### src/rtl/track_section_scheduler_if.sv
// Train-side bundle for track_section_scheduler; master = trains/bench, slave = scheduler.
// The fault_clr signal only exists when SCHED_FAULT_CLEAR_EN is defined.
interface track_section_scheduler_if #(
  parameter int NUM_TRAINS = 4
);
  logic [NUM_TRAINS-1:0] req;
  logic [NUM_TRAINS-1:0] exit_ack;
  logic [NUM_TRAINS-1:0] train_dir;
  logic [1:0]            track_condition;
  logic                  alert;
`ifdef SCHED_FAULT_CLEAR_EN
  logic                  fault_clr;
`endif
  logic [NUM_TRAINS-1:0] grant;
  logic                  section_dir;
  logic                  busy;
  logic [7:0]            speed_cmd;
  logic                  timeout_err;

`ifdef SCHED_FAULT_CLEAR_EN
  modport master (
    output req, exit_ack, train_dir, track_condition, alert, fault_clr,
    input  grant, section_dir, busy, speed_cmd, timeout_err
  );
  modport slave (
    input  req, exit_ack, train_dir, track_condition, alert, fault_clr,
    output grant, section_dir, busy, speed_cmd, timeout_err
  );
`else
  modport master (
    output req, exit_ack, train_dir, track_condition, alert,
    input  grant, section_dir, busy, speed_cmd, timeout_err
  );
  modport slave (
    input  req, exit_ack, train_dir, track_condition, alert,
    output grant, section_dir, busy, speed_cmd, timeout_err
  );
`endif
endinterface

### src/rtl/track_section_scheduler.sv
// Round-robin arbiter for one single-line track section with occupancy timeout and exit guard.
// Define SCHED_FAULT_CLEAR_EN to allow leaving FAULT through fault_clr instead of only rst.
module track_section_scheduler #(
  parameter int NUM_TRAINS   = 4,
  parameter int MAX_OCCUPY   = 1000,
  parameter int GUARD_CYCLES = 16
) (
  input logic clk,
  input logic rst,
  track_section_scheduler_if.slave bus
);
  localparam int IDX_W = (NUM_TRAINS > 1) ? $clog2(NUM_TRAINS) : 1;
  localparam int OCC_W = (MAX_OCCUPY > 1) ? $clog2(MAX_OCCUPY) : 1;
  localparam int GRD_W = $clog2(GUARD_CYCLES + 1);

  typedef enum logic [1:0] {IDLE, OCCUPIED, CLEAR, FAULT} state_t;

  state_t           r_state;
  state_t           w_next;
  logic [IDX_W-1:0] r_winner;
  logic [IDX_W-1:0] r_last;
  logic [OCC_W-1:0] r_occ;
  logic [GRD_W-1:0] r_guard;
  logic             r_dir;
  logic [7:0]       r_speed;

  logic [IDX_W-1:0] w_winner;
  logic             w_found;
  logic             w_exit;
  logic             w_timeout;
  logic             w_guard_done;
  logic             w_fault_clr;
  logic [7:0]       w_speed_lut;

`ifdef SCHED_FAULT_CLEAR_EN
  assign w_fault_clr = bus.fault_clr;
`else
  assign w_fault_clr = 1'b0;
`endif

  assign w_exit       = bus.exit_ack[r_winner];
  assign w_timeout    = (r_occ == OCC_W'(MAX_OCCUPY - 1));
  assign w_guard_done = (r_guard == GRD_W'(GUARD_CYCLES - 1));

  // Search starts one past the last train that completed a passage, wrapping around.
  always_comb begin : rr_search
    logic [IDX_W-1:0] cand;
    w_found  = 1'b0;
    w_winner = r_last;
    cand     = r_last;
    for (int i = 0; i < NUM_TRAINS; i++) begin
      cand = (cand == IDX_W'(NUM_TRAINS - 1)) ? '0 : cand + IDX_W'(1);
      if (!w_found && bus.req[cand]) begin
        w_found  = 1'b1;
        w_winner = cand;
      end
    end
  end

  always_comb begin
    w_speed_lut = 8'd0;
    case (bus.track_condition)
      2'b00:   w_speed_lut = 8'd80;
      2'b01:   w_speed_lut = 8'd50;
      2'b10:   w_speed_lut = 8'd60;
      default: w_speed_lut = 8'd40;
    endcase
  end

  always_ff @(posedge clk) begin
    if (rst) begin
      r_state <= IDLE;
    end else begin
      r_state <= w_next;
    end
  end

  // A train's own exit_ack takes precedence over the timeout on the same edge.
  always_comb begin
    w_next = r_state;
    case (r_state)
      IDLE: begin
        if (w_found && !bus.alert) begin
          w_next = OCCUPIED;
        end
      end
      OCCUPIED: begin
        if (w_exit) begin
          w_next = CLEAR;
        end else if (w_timeout) begin
          w_next = FAULT;
        end
      end
      CLEAR: begin
        if (w_guard_done) begin
          w_next = IDLE;
        end
      end
      FAULT: begin
        if (w_fault_clr) begin
          w_next = CLEAR;
        end
      end
      default: w_next = IDLE;
    endcase
  end

  always_ff @(posedge clk) begin
    if (rst) begin
      r_winner <= '0;
      r_last   <= IDX_W'(NUM_TRAINS - 1);
      r_occ    <= '0;
      r_guard  <= '0;
      r_dir    <= 1'b0;
      r_speed  <= 8'd0;
    end else begin
      if (r_state == IDLE && w_next == OCCUPIED) begin
        r_winner <= w_winner;
        r_dir    <= bus.train_dir[w_winner];
      end
      if (r_state == OCCUPIED && w_exit) begin
        r_last <= r_winner;
      end
      r_occ   <= (r_state == OCCUPIED && w_next == OCCUPIED) ? r_occ + OCC_W'(1) : '0;
      r_guard <= (r_state == CLEAR && w_next == CLEAR) ? r_guard + GRD_W'(1) : '0;
      r_speed <= (w_next == OCCUPIED && !bus.alert) ? w_speed_lut : 8'd0;
    end
  end

  assign bus.grant       = (r_state == OCCUPIED) ? (NUM_TRAINS'(1) << r_winner) : '0;
  assign bus.section_dir = r_dir;
  assign bus.busy        = (r_state != IDLE);
  assign bus.speed_cmd   = r_speed;
  assign bus.timeout_err = (r_state == FAULT);

endmodule

### src/flat_wrapper.sv
// flat-port wrapper written by rule: the top's interface ports become plain ports
module track_section_scheduler_flat 
#(
  parameter int NUM_TRAINS   = 4,
  parameter int MAX_OCCUPY   = 1000,
  parameter int GUARD_CYCLES = 16
)
  (clk, rst, bus_req, bus_exit_ack, bus_train_dir, bus_track_condition, bus_alert, bus_grant, bus_section_dir, bus_busy, bus_speed_cmd, bus_timeout_err);
  track_section_scheduler_if #(.NUM_TRAINS(NUM_TRAINS)) bus_i ();
  input logic clk;
  input logic rst;
  input wire logic [$bits(bus_i.req)-1:0] bus_req;
  input wire logic [$bits(bus_i.exit_ack)-1:0] bus_exit_ack;
  input wire logic [$bits(bus_i.train_dir)-1:0] bus_train_dir;
  input wire logic [$bits(bus_i.track_condition)-1:0] bus_track_condition;
  input wire logic [$bits(bus_i.alert)-1:0] bus_alert;
  output wire logic [$bits(bus_i.grant)-1:0] bus_grant;
  output wire logic [$bits(bus_i.section_dir)-1:0] bus_section_dir;
  output wire logic [$bits(bus_i.busy)-1:0] bus_busy;
  output wire logic [$bits(bus_i.speed_cmd)-1:0] bus_speed_cmd;
  output wire logic [$bits(bus_i.timeout_err)-1:0] bus_timeout_err;
  assign bus_i.req = bus_req;
  assign bus_i.exit_ack = bus_exit_ack;
  assign bus_i.train_dir = bus_train_dir;
  assign bus_i.track_condition = bus_track_condition;
  assign bus_i.alert = bus_alert;
  assign bus_grant = bus_i.grant;
  assign bus_section_dir = bus_i.section_dir;
  assign bus_busy = bus_i.busy;
  assign bus_speed_cmd = bus_i.speed_cmd;
  assign bus_timeout_err = bus_i.timeout_err;
  track_section_scheduler #(.NUM_TRAINS(NUM_TRAINS), .MAX_OCCUPY(MAX_OCCUPY), .GUARD_CYCLES(GUARD_CYCLES)) u_core (.clk(clk), .rst(rst), .bus(bus_i));
endmodule
### config.mk
export PLATFORM = sky130hd
export DESIGN_NAME = track_section_scheduler_flat
export DESIGN_NICKNAME = d
export VERILOG_FILES = /design/src/rtl/track_section_scheduler_if.sv /design/src/rtl/track_section_scheduler.sv /design/src/flat_wrapper.sv
export SDC_FILE = /design/constraint.sdc
export NUM_CORES = 1
export LEC_CHECK = 0
export ABC_AREA = 1
export BUFFER_PORTS_ARGS = -buffer_cell sky130_fd_sc_hd__buf_2
export CAP_MARGIN = 25
export CORE_MARGIN = 2
export CORE_UTILIZATION = 35
export DETAILED_ROUTE_END_ITERATION = 6
export GPL_TIMING_DRIVEN = 0
export SLEW_MARGIN = 20
export SYNTH_ARGS = -nofsm -noshare
export SYNTH_HDL_FRONTEND = slang
export SYNTH_SLANG_ARGS = --single-unit
export TNS_END_PERCENT = 10
### constraint.sdc
create_clock -name clk -period 2.6 [get_ports clk]
set_clock_uncertainty 0.2 [all_clocks]
set_input_delay 0.52 -clock clk [delete_from_list [all_inputs] [get_ports clk]]
set_output_delay 0.52 -clock clk [all_outputs]
set_load 0.02 [all_outputs]
# Word level (Yosys, flattened, before mapping)
# Index checks and enable logic that the tools add are counted.
# word_totals
regBits	30
output_inout_bits	15
word_cells	86
# classes
addsub	6
magnitude_cmp	6
eq_ne	13
n_shift	1
n_mux	31
n_bitwise	3
n_reduce_logical	19
# ops
op	n
$mux W2	12
$pmux W7 S3	1
$lt A2 B3 Y1 const B	6
$eq A2 B2 Y1 const B	8
$bmux W1 S2	6
$add A10 B1 Y10 const B	1
$eq A10 B10 Y1 const B	1
$mux W1	10
$logic_and A1 B1 Y1	9
$add A2 B1 Y2 const B	4
$pmux W2 S4	1
$eq A2 B1 Y1 const B	3
$reduce_or A2 Y1	3
$add A5 B1 Y5 const B	1
$eq A5 B4 Y1 const B	1
$logic_not A1 Y1	4
$logic_not A2 Y1	2
$mux W4	1
$shl A1 B2 Y4 const A	1
$not A1 Y1	3
$reduce_bool A2 Y1	1

# Logic depth before layout (Yosys ltp)
# Gate-level depths: netlist (run 1).
# depth
depth_word	21
depth_mapped	17

# Least setup slack after synthesis (run 1)
# OpenSTA, ideal clock, no wires.
# synth_path
path_kind	register to register
from	reg u_core.r_last[0]
to	reg u_core.r_dir (netlist: u_core.bus.section_dir)
setup_ns	0.109
arrival_time_ns	1.754
path_slack_ns	0.537
path_stages_with_launch	17
path_buffers	0
synth_period_minus_slack_ns	2.063
path_cell_list	dfxtp_1 > ha_1 > inv_1 > nand2_1 > nand2_2 > nand2_1 > nand2_2 > nor2_4 > nand3_2 > clkinv_1 > nand2_2 > nand2_2 > nand2_1 > nand3_1 > nand3_1 > nand2_1 > inv_1
# synth_via
elab_chain_cells	19
# synth_rtl
element	line_no	rtl
start: declaration	track_section_scheduler.sv:21	logic [IDX_W-1:0] r_last;
start signal: assignment	track_section_scheduler.sv:111	r_last <= IDX_W'(NUM_TRAINS - 1);
start signal: assignment	track_section_scheduler.sv:122	r_last <= r_winner;
parallel branches: the longest is 19 deep, another holds $add A2 B1 Y2	--	
end signal: assignment	track_section_scheduler.sv:119	r_dir <= bus.train_dir[w_winner];
end: declaration	track_section_scheduler.sv:24	logic r_dir;
# Parallel ways; which one is timed is not known. The select of a mux whose other input is x is not followed.
# A chain may end at the register's enable or synchronous reset.

# Worst setup path in the final report (run 1)
# Same ends and word-level chain as after synthesis.

==> impl_metrics.env, run 1 <==
export IMPL_cp_endpoint="u_core.bus.section_dir"
export IMPL_synth_xor_area_frac=0.0340
export IMPL_critPathKind="flop to flop"
export IMPL_first_iter_violations=45
export IMPL_htreeDepth=1
export IMPL_synth_compound_area_frac=0.0695
export IMPL_synth_seq_area_share=0.362
export IMPL_p_clk_frac=0.268
export IMPL_switching_share=0.357
export IMPL_cts_hold_buf=0
export IMPL_seq_power_share=0.388
export IMPL_gr_total_overflow=0
export IMPL_dp_hpwl_mm=2.34
export IMPL_grt_max_degree=17
export IMPL_floorplan_initialDensity=0.360
export IMPL_place_area_mm2=0.00176
export IMPL_port_buffers=29
export IMPL_status="completed"
export IMPL_worstPathRequired_ps=2580
export IMPL_max_vdd_ir_drop_mv=0.299
export IMPL_start_kind="flop"
export IMPL_grt_pass1_vias=1332
export IMPL_clock_sinks=28
export IMPL_synth_area_per_cell_um2=6.94
export IMPL_remaining_drc_errors=0
export IMPL_place_inst=305
export IMPL_synth_seq_cells=28
export IMPL_hold_violations=0
export IMPL_rsz0062_at_grt="false"
export IMPL_hp_start="bus_track_condition[0]"
export IMPL_area_delta_synth_final_pct=18.4
export IMPL_cts_root_buf="clkbuf_8"
export IMPL_setup_tns_final_ps=0
export IMPL_cp_end_kind="flop"
export IMPL_fp_row_count=24
export IMPL_coreArea_mm2=0.00429
export IMPL_die_area_mm2=0.00497
export IMPL_netlist_area_mm2=0.00155
export IMPL_switching_power_uw=452
export IMPL_period_share=0.914
export IMPL_rr_worst_depth=16
export IMPL_cts_setup_buffers=0
export IMPL_max_freq_mhz=421
export IMPL_cp_max_fo=6
export IMPL_synth_mux_area_frac=0
export IMPL_fp_dieH_um=70.5
export IMPL_wl_per_cell_um=9.64
export IMPL_crit_arrival_ps=2360
export IMPL_vias_per_cell=4.50
export IMPL_setup_violations=0
export IMPL_synth_cells=223
export IMPL_drive_above_1_share=0.218
export IMPL_path_clk_slew_ps=90
export IMPL_p_int_uw=813
export IMPL_ys_warn_count=0
export IMPL_first_pass_iters=4
export IMPL_rrSetupSlack_ps=220
export IMPL_gp_congestion=0.799
export IMPL_antenna_found_initial=0
export IMPL_finish_utilization=0.427
export IMPL_startpoint="u_core.r_last[0]"
export IMPL_synth_simple_area_share=0.405
export IMPL_n_antenna_cell=0
export IMPL_final_cells=309
export IMPL_worstReg2RegStart="u_core.r_last[0]"
export IMPL_p_per_area_mw_per_mm2=690
export IMPL_cts_buffer_depth=2
export IMPL_cts_tree="built"
export IMPL_synth_fa_ha_area_frac=0.0323
export IMPL_p_comb_frac=0.344
export IMPL_routed_via_count=1391
export IMPL_fin_crit_ps=2380
export IMPL_rr_endpoint="u_core.bus.section_dir"
export IMPL_hp_class="primary input to flop"
export IMPL_die_w_um=70.5
export IMPL_drtAntennaViolNets=0
export IMPL_ys_types=27
export IMPL_synth_top_family_by_area="simple AND/OR/NAND/NOR gates"
export IMPL_final_area_mm2=0.00183
export IMPL_nets=279
export IMPL_cts_resized=0
export IMPL_drv_slew=0
export IMPL_grt_usage=0.132
export IMPL_leakage_uw=0.000895
export IMPL_cap_viol_max_count=0
export IMPL_boundaryPins=32
export IMPL_cts_buffers=3
export IMPL_grt_pass1_wl_mm=5.50
export IMPL_clock_latency_ps=270
export IMPL_routed_wl_mm=2.98
[through the flow]
| step | hold slack [ps] | worst slack [ps] | power, uW |
|---|---|---|---|
| finish | 241 | 224 | 1260 |
| global route | 233 | 25.4 | 1360 |
| CTS | 234 | 217 | 1280 |
| detailed placement | 243 | 227 | 937 |
| global placement | 234 | 255 | 934 |
| floorplan | 218 | 537 | 833 |
[power by group through the flow]
stage               Clock (uW)  Sequential [uW]  Combinational [uW]
finish                     339              491                 435
global route               361              497                 497
CTS                        347              491                 437
detailed placement           0              501                 436
global placement             0              501                 433
floorplan                    0              506                 326
[per-layer routing]
metal / GRT usage / up-vias / wire length, um
met5: 0 / - / 0
met1: 0.175 / 596 / 1520
met4: 0.0256 / 0 / 21
li1: - / 773 / -
met2: 0.217 / 20 / 1300
met3: 0.0332 / 2 / 143
[synth_stat cells (all sizes together)]
master / n / area (um2)
a21oi: 6 / 33.8
a31oi: 1 / 6.26
buf: 3 / 26.3
clkinv: 1 / 3.75
conb: 1 / 3.75
dfxtp: 28 / 561
ha: 4 / 50.1
inv: 31 / 116
nand2: 62 / 255
nand3: 24 / 145
nand4: 3 / 18.8
nor2: 27 / 114
nor3: 10 / 50.1
nor3b: 5 / 37.5
nor4: 1 / 6.26
o211ai: 2 / 15.0
o21a: 1 / 7.51
o21ai: 6 / 37.5
o21bai: 1 / 7.51
xor2: 6 / 52.6
[cell type report]
class | count | area [um2]
Tap cell | 52 | 65.1
Clock buffer | 3 | 41.3
Inverter | 32 | 120
Timing Repair Buffer | 29 | 145
Fill cell | 460 | 2460
Clock inverter | 1 | 30.0
Multi-Input combinational cell | 161 | 845
Buffer | 3 | 26.3
Sequential cell | 28 | 561
[state kept, by name, summed over array words and instances (netlist names)]
register                count
u_core.r_guard              5
u_core.r_last               2
u_core.r_state              2
u_core.bus.section_dir      1
u_core.r_occ               10
u_core.r_winner             2
u_core.bus.speed_cmd        6
[cells in the final DEF, fill, tap and decap left out]
cell	count
buf_4	2
nor4_1	1
a21oi_1	5
nor2_4	1
o211ai_1	2
conb_1	2
buf_2	29
a31oi_1	1
o21bai_1	1
buf_6	1
inv_1	31
ha_1	4
nand4_1	3
clkbuf_8	3
o21a_1	1
nor3_1	10
clkinv_1	1
bufinv_16	1
a21oi_2	1
nand3_2	5
nor3b_1	5
o21ai_2	2
nand3_1	19
nor2_1	24
o21ai_0	4
dfxtp_1	28
nand2_1	53
xor2_1	6
nand2_2	9
nor2_2	2
[how the worst min path moves through the flow]
| stage | end | slack (ps) | cells after the start |
|---|---|---|---|
| after CTS | u_core.bus.speed_cmd[6] | 230 | 2 |
| after detailed placement | u_core.r_guard[0] | 240 | 1 |
| after global placement | u_core.r_guard[0] | 230 | 1 |
| after floorplan | u_core.r_guard[0] | 220 | 1 |
| final | u_core.bus.speed_cmd[6] | 240 | 2 |
| after global routing | u_core.bus.speed_cmd[2] | 230 | 2 |
[critical path: stages (launching register included)]
cell and delay (ps):
dfxtp_1 370, ha_1 430, inv_1 180, nand2_1 110
nand2_1 100, nand2_1 90, nand2_2 70, nor2_4 120
nand3_2 110, clkinv_1 80, nand2_1 50, nand2_1 100
inv_1 50, nand3_1 80, nand3_1 70, nand2_1 60
inv_1 30
[logic make-up (layout without fill, tap and decap cells)]
kind of cell	after synthesis	in the layout
AND/OR/NAND/NOR	132	132
XOR/XNOR	6	6
adder cells (fa/ha/maj)	4	4
buffers and inverters	35	68
other	1	2
AO/OA/AOI/OAI	17	17
flip-flops	28	28
Power figures use the tool's default switching activity.
==> inputs of run 2 (changes only) <==
--- a/config.mk
+++ b/config.mk
@@ -8,10 +8,13 @@
 export ABC_AREA = 1
 export BUFFER_PORTS_ARGS = -buffer_cell sky130_fd_sc_hd__buf_2
 export CAP_MARGIN = 25
+export CELL_PAD_IN_SITES_DETAIL_PLACEMENT = 1
+export CELL_PAD_IN_SITES_GLOBAL_PLACEMENT = 1
 export CORE_MARGIN = 2
 export CORE_UTILIZATION = 35
 export DETAILED_ROUTE_END_ITERATION = 6
 export GPL_TIMING_DRIVEN = 0
+export PLACE_DENSITY_LB_ADDON = 0.1
 export SLEW_MARGIN = 20
 export SYNTH_ARGS = -nofsm -noshare
 export SYNTH_HDL_FRONTEND = slang
==> constraint.sdc (replaced) <==
create_clock -name clk -period 2.2 [get_ports clk]
set_clock_uncertainty 0.2 [all_clocks]
set_input_delay 0.44 -clock clk [delete_from_list [all_inputs] [get_ports clk]]
set_output_delay 0.44 -clock clk [all_outputs]
set_load 0.02 [all_outputs]
==> run 2 against run 1 <==
Effect of this change: routed wire length rose by 19%; register-to-register slack got worse by 180 ps; global-route usage rose by 2.7 points; non-clock buffer count rose by 3; combinational power rose by 33%; clock power fell by 19%; final area rose by 2.5%; setup slack got worse by 180 ps; maximum frequency rose by 10%; critical path depth fell by 3; clock-buffer cell count did not move; critical path type unchanged.
==> impl_metrics.env, run 2 (same netlist as run 1, synthesis figures left out) <==
export IMPL_status="completed"
export IMPL_path_clk_slew_ps=90
export IMPL_max_vdd_ir_drop_mv=0.241
export IMPL_crit_arrival_ps=2140
export IMPL_startpoint="u_core.r_last[0]"
export IMPL_final_area_mm2=0.00188
export IMPL_leakage_uw=0.000910
export IMPL_final_common_cell="nand2_1"
export IMPL_fillers=592
export IMPL_clock_sinks=28
export IMPL_htreeDepth=1
export IMPL_fin_crit_ps=2160
export IMPL_hp_class="primary input to flop"
export IMPL_die_area_mm2=0.00497
export IMPL_first_iter_violations=38
export IMPL_regMostFlops="u_core.r_occ"
export IMPL_largest_register_ffs=10
export IMPL_routed_via_count=1440
export IMPL_drv_slew=0
export IMPL_multi_input_area_um2=893
export IMPL_gp_congestion=0.757
export IMPL_floorplan_initialDensity=0.360
export IMPL_hold_violations=0
export IMPL_grt_pass1_vias=1489
export IMPL_rsz0062_at_grt="true"
export IMPL_period_share=0.980
export IMPL_grt_max_degree=15
export IMPL_routed_wl_mm=3.55
export IMPL_vias_per_cell=4.63
export IMPL_grtUsageMet3=0.0332
export IMPL_wl_per_cell_um=11.4
export IMPL_critPathKind="flop to flop"
export IMPL_clock_latency_ps=270
export IMPL_start_kind="flop"
export IMPL_cts_hold_buf=0
export IMPL_port_buffers=29
export IMPL_cts_buffer_depth=2
export IMPL_cts_root_buf="clkbuf_8"
export IMPL_grt_busiest_layer="met2"
export IMPL_gr_total_overflow=0
export IMPL_coreArea_mm2=0.00429
export IMPL_max_freq_mhz=464
export IMPL_worstPathRequired_ps=2180
export IMPL_rrSetupSlack_ps=40
export IMPL_grt_pass1_wl_mm=6.46
export IMPL_grt_usage=0.159
export IMPL_fp_dieH_um=70.5
export IMPL_area_delta_synth_final_pct=21.4
export IMPL_cap_viol_max_count=0
export IMPL_grt_use_met1=0.202
export IMPL_final_cell_mix="51 x nand2_1, 29 x inv_1, 29 x buf_2"
export IMPL_boundaryPins=32
export IMPL_cp_max_fo=6
export IMPL_n_antenna_cell=0
export IMPL_global_route_usage_met2=0.270
export IMPL_worstReg2RegStart="u_core.r_last[0]"
export IMPL_setup_violations=0
export IMPL_antenna_found_initial=0
export IMPL_drive_above_1_share=0.263
export IMPL_p_per_area_mw_per_mm2=766
export IMPL_nets=282
export IMPL_first_pass_iters=4
export IMPL_drtAntennaViolNets=0
export IMPL_remaining_drc_errors=0
export IMPL_cts_tree="built"
export IMPL_cp_end_kind="flop"
export IMPL_die_w_um=70.5
export IMPL_cts_buffers=3
export IMPL_seqCellArea_um2=566
export IMPL_place_area_mm2=0.00176
export IMPL_hp_start="rst"
export IMPL_fp_row_count=24
export IMPL_dp_hpwl_mm=2.83
export IMPL_finish_utilization=0.438
-- run 2: repair_timing --
item	in CTS	in global routing
pin swaps	0	2
gates resized for setup	4	11
setup buffers	0	3
endpoints found under the setup margin	9	21
-- run 2: final cells by class --
cell class / count / area share
well taps: 52 / 0.0346
repair buffers: 32 / 0.0892
inverters: 32 / 0.0639
multi-input cells: 161 / 0.475
flip-flops and latches: 28 / 0.301
clock buffers: 3 / 0.0220
plain buffers: 3 / 0.0140
-- run 2: power breakdown --
part / internal [uW] / switching (uW)
logic: 206 / 373
clock network: 123 / 151
registers: 546 / 40.3
-- run 2: final timing paths --
kind,end,cells past startpoint
max,u_core.bus.section_dir,13
min,u_core.r_state[1],2
max reg2reg,u_core.bus.section_dir,13
min reg2reg,u_core.r_occ[0],1
-- run 2: metal layers --
metal / vias to the layer above / routed length, um
li1: 779 / -
met1: 635 / 1710
met2: 22 / 1640
met3: 4 / 156
met4: 0 / 39
met5: - / 0
-- run 2: stage by stage --
| stage | setup TNS, ps | total power, uW | setup WS (ps) | cells | hold slack, ps |
|---|---|---|---|---|---|
| 3_5_place_dp | -685 | 1120 | -157 | 305 | 241 |
| 3_3_place_gp | -668 | 1110 | -155 | 305 | 230 |
| 6_report | 0 | 1440 | 43.7 | 311 | 151 |
| 5_1_grt | -158 | 1560 | -125 | 311 | 150 |
| 4_1_cts | 0 | 1410 | 16.0 | 308 | 145 |
| 2_1_floorplan | 0 | 984 | 137 | 224 | 218 |
-- run 2: worst max-delay path: stages (launching register included) --
cell and delay [ps]:
dfxtp_4 370, ha_4 300, inv_2 70, nand2_1 80
nand2_1 100, nand2_1 90, nand2_2 80, nor2_4 160
nand2_1 80, o21ai_2 170, nor2_2 90, o21a_1 170
nand2_1 60, inv_1 30
